File: config.mk
export PLATFORM = sky130hd
export DESIGN_NAME = intersection_phase_scheduler
export DESIGN_NICKNAME = d
export VERILOG_FILES = /design/src/rtl/intersection_phase_scheduler_pkg.sv /design/src/rtl/intersection_phase_scheduler_phase_timer.sv /design/src/rtl/intersection_phase_scheduler.sv
export SDC_FILE = /design/constraint.sdc
export NUM_CORES = 1
export LEC_CHECK = 0
export ABC_AREA = 1
export CAP_MARGIN = 20
export CORE_MARGIN = 2
export CORE_UTILIZATION = 60
export DETAILED_ROUTE_END_ITERATION = 16
export DONT_BUFFER_PORTS = 1
export PLACE_DENSITY = 0.88
export SETUP_SLACK_MARGIN = 0.1
export SYNTH_ARGS = -nofsm -noshare
export SYNTH_HDL_FRONTEND = slang
export SYNTH_SLANG_ARGS = --single-unit
File: constraint.sdc
create_clock -name clk -period 3.3 [get_ports clk]
set_clock_uncertainty 0.1 [all_clocks]
set_input_delay 0.33 -clock clk [delete_from_list [all_inputs] [get_ports clk]]
set_output_delay 0.33 -clock clk [all_outputs]
set_load 0.05 [all_outputs]
File: src/rtl/intersection_phase_scheduler_pkg.sv
// Shared phase encoding, direction codes and per-phase lamp patterns
// for the intersection phase scheduler.
package intersection_phase_scheduler_pkg;

  typedef enum logic [2:0] {
    NS_G  = 3'd0,
    NS_Y  = 3'd1,
    NS_AR = 3'd2,
    EW_G  = 3'd3,
    EW_Y  = 3'd4,
    EW_AR = 3'd5,
    PED   = 3'd6
  } state_t;

  localparam logic DIR_NS = 1'b0;
  localparam logic DIR_EW = 1'b1;

  // Lamp vector order: {ns_g, ns_y, ns_r, ew_g, ew_y, ew_r}
  localparam logic [5:0] LAMPS_NS_G    = 6'b100_001;
  localparam logic [5:0] LAMPS_NS_Y    = 6'b010_001;
  localparam logic [5:0] LAMPS_EW_G    = 6'b001_100;
  localparam logic [5:0] LAMPS_EW_Y    = 6'b001_010;
  localparam logic [5:0] LAMPS_ALL_RED = 6'b001_001;

  function automatic logic [5:0] lamps_of(input state_t s);
    case (s)
      NS_G:    lamps_of = LAMPS_NS_G;
      NS_Y:    lamps_of = LAMPS_NS_Y;
      EW_G:    lamps_of = LAMPS_EW_G;
      EW_Y:    lamps_of = LAMPS_EW_Y;
      default: lamps_of = LAMPS_ALL_RED;
    endcase
  endfunction

endpackage

File: src/rtl/intersection_phase_scheduler_phase_timer.sv
// Per-phase tick counter: clears on phase change, saturates at limit-1 and
// flags the tick that completes a phase of length limit.
module intersection_phase_scheduler_phase_timer
  import intersection_phase_scheduler_pkg::*;
#(
  parameter int CW = 4
) (
  input  logic          clk,
  input  logic          rst,
  input  logic          clr,
  input  logic          tick,
  input  logic [CW-1:0] limit,
  output logic [CW-1:0] cnt,
  output logic          done
);

  logic [CW-1:0] cnt_reg;
  logic [CW-1:0] last_val;

  assign last_val = limit - CW'(1);

  always_ff @(posedge clk) begin
    if (rst || clr) begin
      cnt_reg <= '0;
    end else if (tick && (cnt_reg < last_val)) begin
      cnt_reg <= cnt_reg + CW'(1);
    end
  end

  assign cnt  = cnt_reg;
  assign done = tick && (cnt_reg == last_val);

endmodule

File: src/rtl/intersection_phase_scheduler.sv
// Actuated two-way intersection phase scheduler: green/yellow/all-red/walk
// sequencing with car demand, latched walk requests and emergency preemption.
module intersection_phase_scheduler
  import intersection_phase_scheduler_pkg::*;
#(
  parameter int G_MIN      = 5,
  parameter int Y_TICKS    = 2,
  parameter int AR_TICKS   = 1,
  parameter int WALK_TICKS = 4
) (
  input  logic       clk,
  input  logic       rst,
  input  logic       tick,
  input  logic       ns_car,
  input  logic       ew_car,
  input  logic       ped_req,
  input  logic       emg_req,
  input  logic       emg_dir,
  output logic       ns_g,
  output logic       ns_y,
  output logic       ns_r,
  output logic       ew_g,
  output logic       ew_y,
  output logic       ew_r,
  output logic       walk,
  output logic       ped_ack,
  output logic [2:0] phase
);

  localparam int MAX_A = (G_MIN > Y_TICKS) ? G_MIN : Y_TICKS;
  localparam int MAX_B = (AR_TICKS > WALK_TICKS) ? AR_TICKS : WALK_TICKS;
  localparam int MAX_T = (MAX_A > MAX_B) ? MAX_A : MAX_B;
  localparam int CW    = $clog2(MAX_T) + 1;

  state_t        state_reg, state_next;
  logic          ped_pending_reg;
  logic          last_dir_reg;
  logic          ped_ack_reg;
  logic [CW-1:0] limit;
  logic [CW-1:0] tick_cnt;
  logic          tmr_done;
  logic          state_change;
  logic          enter_ped;
  state_t        emg_green;

  assign state_change = (state_next != state_reg);
  assign enter_ped    = (state_next == PED) && (state_reg != PED);
  assign emg_green    = (emg_dir == DIR_EW) ? EW_G : NS_G;

  always_comb begin
    limit = CW'(1);
    case (state_reg)
      NS_G, EW_G:   limit = CW'(G_MIN);
      NS_Y, EW_Y:   limit = CW'(Y_TICKS);
      NS_AR, EW_AR: limit = CW'(AR_TICKS);
      PED:          limit = CW'(WALK_TICKS);
      default:      limit = CW'(1);
    endcase
  end

  intersection_phase_scheduler_phase_timer #(.CW(CW)) u_timer (
    .clk   (clk),
    .rst   (rst),
    .clr   (state_change),
    .tick  (tick),
    .limit (limit),
    .cnt   (tick_cnt),
    .done  (tmr_done)
  );

  // An emergency for the current green holds it; one for the cross
  // direction cuts it short immediately, without waiting for a tick.
  always_comb begin
    state_next = state_reg;
    case (state_reg)
      NS_G: begin
        if (emg_req) begin
          if (emg_dir == DIR_EW) state_next = NS_Y;
        end else if (tmr_done && (ew_car || ped_pending_reg)) begin
          state_next = NS_Y;
        end
      end
      EW_G: begin
        if (emg_req) begin
          if (emg_dir == DIR_NS) state_next = EW_Y;
        end else if (tmr_done && (ns_car || ped_pending_reg)) begin
          state_next = EW_Y;
        end
      end
      NS_Y: if (tmr_done) state_next = NS_AR;
      EW_Y: if (tmr_done) state_next = EW_AR;
      NS_AR: begin
        if (tmr_done) begin
          if (emg_req)              state_next = emg_green;
          else if (ped_pending_reg) state_next = PED;
          else                      state_next = EW_G;
        end
      end
      EW_AR: begin
        if (tmr_done) begin
          if (emg_req)              state_next = emg_green;
          else if (ped_pending_reg) state_next = PED;
          else                      state_next = NS_G;
        end
      end
      PED: begin
        if (tmr_done) begin
          if (emg_req)                     state_next = emg_green;
          else if (last_dir_reg == DIR_NS) state_next = EW_G;
          else                             state_next = NS_G;
        end
      end
      default: state_next = NS_AR;
    endcase
  end

  always_ff @(posedge clk) begin
    if (rst) begin
      state_reg       <= NS_G;
      ped_pending_reg <= 1'b0;
      last_dir_reg    <= DIR_NS;
      ped_ack_reg     <= 1'b0;
    end else begin
      state_reg   <= state_next;
      ped_ack_reg <= enter_ped;
      // A new press on the entry clock survives the clear
      if (ped_req)        ped_pending_reg <= 1'b1;
      else if (enter_ped) ped_pending_reg <= 1'b0;
      if (state_next == NS_G)      last_dir_reg <= DIR_NS;
      else if (state_next == EW_G) last_dir_reg <= DIR_EW;
    end
  end

  assign {ns_g, ns_y, ns_r, ew_g, ew_y, ew_r} = lamps_of(state_reg);
  assign walk    = (state_reg == PED);
  assign ped_ack = ped_ack_reg;
  assign phase   = state_reg;

endmodule

# [Word level (Yosys, flattened, before mapping)]
# Index checks and enable logic that the tools add are counted.
# Widths: inputs -> output; s select.
[op_classes] addsub=2 magnitude_cmp=1 eq_ne=11 mux=23 reduce_logical=14
[op_table] operator="$mux 3" count=15
[op_table] operator="$pmux 6 s4" count=1
[op_table] operator="$pmux 3 s7" count=1
[op_table] operator="$eq 3x3->1 const B" count=4
[op_table] operator="$eq 3x2->1 const B" count=3
[op_table] operator="$pmux 3 s3" count=1
[op_table] operator="$logic_not 3->1" count=2
[op_table] operator="$mux 2" count=3
[op_table] operator="$reduce_or 2->1" count=3
[op_table] operator="$logic_and 1x1->1" count=5
[op_table] operator="$add 4x1->4 const B" count=1
[op_table] operator="$eq 4x4->1" count=1
[op_table] operator="$lt 4x4->1" count=1
[op_table] operator="$sub 3x1->4 const B" count=1
[op_table] operator="$eq 3x1->1 const B" count=1
[op_table] operator="$logic_or 1x1->1" count=3
[op_table] operator="$ne 3x3->1" count=1
[op_table] operator="$ne 3x3->1 const B" count=1
[op_table] operator="$mux 1" count=2
[op_table] operator="$reduce_bool 2->1" count=1
[word_totals] regBits=10 out_inout_bits=11

# [Logic depth before layout (Yosys ltp)]
[depth] ltp_word=14 ltp_mapped=21 mapped_depth_nobuf=20

# [Hierarchy]
# From an unflattened synthesis, not the netlist that was laid out.
[hier_totals] hier_cells=174 hier_area_um2=1024.7
[by_module_without_submodules] module="intersection_phase_scheduler" instances=1 cells_each=122 area_each_um2=671.9
[by_module_without_submodules] module="intersection_phase_scheduler_phase_timer" instances=1 cells_each=52 area_each_um2=352.8

# [Worst setup path before layout]
# OpenSTA, ideal clock, no wires.
[synth_path] path_kind="reg-to-reg" from="reg state_reg[2], in the netlist phase[2]" to="reg u_timer.cnt_reg[0], in the netlist u_timer.cnt[0]" setup_time_ps=65 arrival_ps=3494 required_time_ps=3135 slack_ps=-358 path_stages_with_launch=17 n_path_buf=0 cell_sequence="dfxtp_1 inv_2 nor2_1 nor2_1 o21ai_0 ha_1 ha_1 nand3_2 nor2_4 nand2_1 a21oi_2 nand2_2 nor2_4 nand2_1 nand2_1 nand3_2 nor2_1"
[synth_via] elab_chain_cells=12 elab_cells_between_ends=31 cone_classes="add/sub (1); order compare (1); eq/ne (8); mux (13); reduce/logical (8)"
[synth_rtl] item="from (decl)" line_no="intersection_phase_scheduler.sv:35" text="state_t state_reg, state_next;"
[synth_rtl] item="from (signal assigned)" line_no="intersection_phase_scheduler.sv:124" text="state_reg <= state_next;"
[synth_rtl] item="$eq 3x3->1, or another cell as far along" line_no="intersection_phase_scheduler.sv:52, intersection_phase_scheduler.sv:75"
[synth_rtl] item="$reduce_or 2->1" line_no="intersection_phase_scheduler.sv:52" text="case (state_reg)"
[synth_rtl] item="$pmux 3 s3" line_no="intersection_phase_scheduler.sv:52"
[synth_rtl] item="$sub 3x1->4" line_no="intersection_phase_scheduler_phase_timer.sv:20" text="assign last_val = limit - CW'(1);"
[synth_rtl] item="$eq 4x4->1" line_no="intersection_phase_scheduler_phase_timer.sv:31" text="assign done = tick && (cnt_reg == last_val);"
[synth_rtl] item="$logic_and 1x1->1" line_no="intersection_phase_scheduler_phase_timer.sv:31"
[synth_rtl] item="$logic_and 1x1->1, on equally long branches" line_no="intersection_phase_scheduler.sv:86, intersection_phase_scheduler.sv:79"
[synth_rtl] item="$mux 3, on equally long branches" line_no="intersection_phase_scheduler.sv:86, intersection_phase_scheduler.sv:79"
[synth_rtl] item="$mux 3, on equally long branches" line_no="intersection_phase_scheduler.sv:84, intersection_phase_scheduler.sv:77"
[synth_rtl] item="$pmux 3 s7" line_no="intersection_phase_scheduler.sv:75" text="case (state_reg)"
[synth_rtl] item="$ne 3x3->1" line_no="intersection_phase_scheduler.sv:46" text="assign state_change = (state_next != state_reg);"
[synth_rtl] item="$logic_or 1x1->1" line_no="intersection_phase_scheduler_phase_timer.sv:23" text="if (rst || clr) begin"
[synth_rtl] item="to (signal assigned)" line_no="intersection_phase_scheduler_phase_timer.sv:26" text="cnt_reg <= cnt_reg + CW'(1);"
[synth_rtl] item="to (decl)" line_no="intersection_phase_scheduler_phase_timer.sv:17" text="logic [CW-1:0] cnt_reg;"
# Parallel ways exist; a longest one is shown, timed or not.
# A chain may end at the register's enable or synchronous reset.

# [Worst setup path after layout]
[layout_path] from="reg state_reg[0], in the netlist phase[0]" to="reg u_timer.cnt_reg[0], in the netlist u_timer.cnt[0]"
# Same word-level chain as after synthesis.

==> impl_metrics.json <==
{
  "ant_nets": 0,
  "slew_headroom_pct": 40.28,
  "yosysSeqAreaShare_pct": 21.02,
  "core_area_um2": 1489,
  "synth-adder-area-share_pct": 7.884,
  "clock_path_buffers": 2,
  "tightest_slew_ns": 0.8925,
  "critPathTopFamily": "simple AND/OR/NAND/NOR gates",
  "synth_simple_gate_area_share_pct": 46.52,
  "drc": 0,
  "p_leak_nw": 0.6013,
  "crit_arrival_ns": 2.95,
  "grt_util_all_layers_pct": 25.83,
  "critPathMaxStageDelay_ns": 0.39,
  "path_class": "flip-flop to flip-flop",
  "worstPathRequired_ns": 3.34,
  "io_pins": 19,
  "diodes": 0,
  "ys_ff_latch": 10,
  "startpoint_type": "flip-flop",
  "synth_area_leader_cell": "dfxtp_1",
  "dr.first_iter.drc_count": 20,
  "synth-xor-area-share_pct": 3.679,
  "end_kind": "flip-flop",
  "crit_chain": "inv_2, nand2_1, nor2_4, nor2_1, o21ai_1, ha_1, xor2_1, ha_1, nand2_2, nor2_2, nand2_2, o21ai_0, nand3_1, nand2_1, nand2_1, nand2_1, nand2_1, nand3_2, nor2_1",
  "place_hpwl_um": 1880,
  "synthCells": 154,
  "drive_gt1_share_pct": 27.71,
  "grt_pass1_wl_um": 3732,
  "yosys_warnings": 0,
  "clk_pin_slew_ns": 0.06,
  "cts_sinks": 10,
  "cts_buffers": 3,
  "ys_top_cells_by_area": "dfxtp_1, nand2_1, nor2_1",
  "setup_tns_ns": 0,
  "rows": 14,
  "drv_slew": 0,
  "hp-class": "input port to flip-flop",
  "start_util_pct": 63.95,
  "synth.most_common_cell": "nand2_1",
  "die_y_um": 43.84,
  "synthArstFlopShare_pct": 0,
  "synth_top_family_by_area": "simple AND/OR/NAND/NOR gates",
  "syn2layout_area_growth_pct": 13.67,
  "grt_pass1_vias": 927,
  "crit_path_frequent_cell": "nand2_1",
  "port_buffers": 0,
  "placed_cells": 178,
  "finalHoldViolCount": 0,
  "wl_per_cell_um": 12.31,
  "critical_path.max_fanout": 8,
  "setup_viol_count_final": 0,
  "gr-total-overflow": 0,
  "netlist_area_um2": 952.2,
  "cts-root-buf": "clkbuf_4",
  "slowest_stage": "dfxtp_4",
  "dpl_cell_area_um2": 1039,
  "syn_nets": 168,
  "rsz0062_at_grt": "false",
  "min_period_ns": 2.907,
  "synth.avg_cell_area_um2": 6.183,
  "fin_area_um2": 1082,
  "final_cell_count_no_fill": 182,
  "ir_drop_v": 0.0003344,
  "ys_top_cells_by_count": "nand2_1, nor2_1, inv_1, nand3_1, dfxtp_1",
  "die_area_um2": 1922,
  "cts_max_level": 1,
  "synth_top_area_share_pct": 21.02,
  "cap_violations": 0,
  "drt_pass1_iterations": 4,
  "cts_tree": "yes",
  "max_clock_freq_mhz": 344.0,
  "dieWidth_um": 43.84,
  "worst-path-buf-inv": 1,
  "nets": 182,
  "synth_cell_types": 22,
  "vias": 999,
  "place.gp.congestion": 0.8900,
  "setup_slack_ns": 0.3930,
  "synth_edf_count": 0,
  "synth-compound-area-share_pct": 9.198,
  "antenna_found_initial": 0,
  "fin_crit_sh_pct": 88.09,
  "viasPerCell": 5.489,
  "status": "finished, final reports clean",
  "synth_top_flop_cell": "dfxtp_1",
  "nFillCells": 134,
  "dpl_worst_slack_ns": 0.2664,
  "grt_max_degree": 11,
  "largest_reg_flops": 4,
  "synth.area.mux_share_pct": 1.051,
  "clk_latency_ns": 0.25,
  "wirelength_um": 2241,
  "power_density_nw_per_um2": 316.1
}
[layout make-up]
class                           count  area, um^2  share of cell area, %
Tap cell                           16       20.02                  1.850
Sequential cell                    10       206.4                  19.08
Timing Repair Buffer               10       75.07                  6.936
Clock buffer                        3       22.52                  2.081
Multi-Input combinational cell    120       671.9                  62.08
Inverter                           23       86.33                  7.977
[per-layer routing]
layer	wire length [um]	track usage [%]	up-vias
li1	-	-	505
met3	194	6.250	6
met1	864	30.03	445
met2	1137	45.88	43
met5	0	0	-
met4	44	8.485	0
[worst register-to-register path, delay by kind of cell (launching register included)]
family	cells	cell delay (ns)
compound gates	2	0.28
simple gates	13	1.25
buf+inv	1	0.09
xor+xnor	1	0.16
flops	1	0.39
fa+ha+maj	2	0.52
[path summary, 6_finish.rpt]
path,start,to,slack (ns),depth (start not counted)
setup reg to reg,phase[0],u_timer.cnt[0],0.39,19
setup / recovery,phase[0],u_timer.cnt[0],0.39,19
hold reg to reg,ped_pending_reg,ped_pending_reg,0.38,2
hold / removal,rst,phase[1],0.03,1
[what timing repair did]
action,4_1_cts,5_1_grt
hold buffers,0,0
resized for setup,0,6
buffers inserted,0,1
setup endpoints to repair,0,7
[placed cells by master, fill, tap and decap left out, types with 2 or more instances in the layout]
master / count
inv_2: 5
nor2_1: 22
nand2_1: 36
xor2_1: 4
buf_4: 10
a21oi_1: 5
dfxtp_2: 2
nor2_2: 6
dfxtp_1: 7
nand3_2: 4
nand3_1: 11
ha_1: 6
nand2_2: 8
nor2_4: 4
o21ai_0: 5
inv_1: 18
a21oi_2: 2
clkbuf_4: 3
[logic make-up after synthesis]
group / Yosys count
buf+inv: 24
mux: 1
fa+ha+maj: 6
xor+xnor: 4
simple gates: 93
flops: 10
other cells: 1
compound gates: 15
[metrics by stage]
stage               hold slack, ns  utilization [%]  power [mW]
finish                     0.03395            72.69      0.3421
global route               0.01536            72.69      0.3673
CTS                        0.02815            71.26      0.3413
detailed placement          0.2998            69.75      0.2641
global placement            0.2972            69.75      0.2581
floorplan                   0.2950                -      0.2375
[report_power, final]
part	internal, mW	switching (mW)	total, mW
clock	0.0417	0.0343	0.0760
combinational	0.0443	0.0893	0.134
sequential	0.126	0.00666	0.133
total	0.212	0.130	0.342
(Power assumes the default switching activity.)
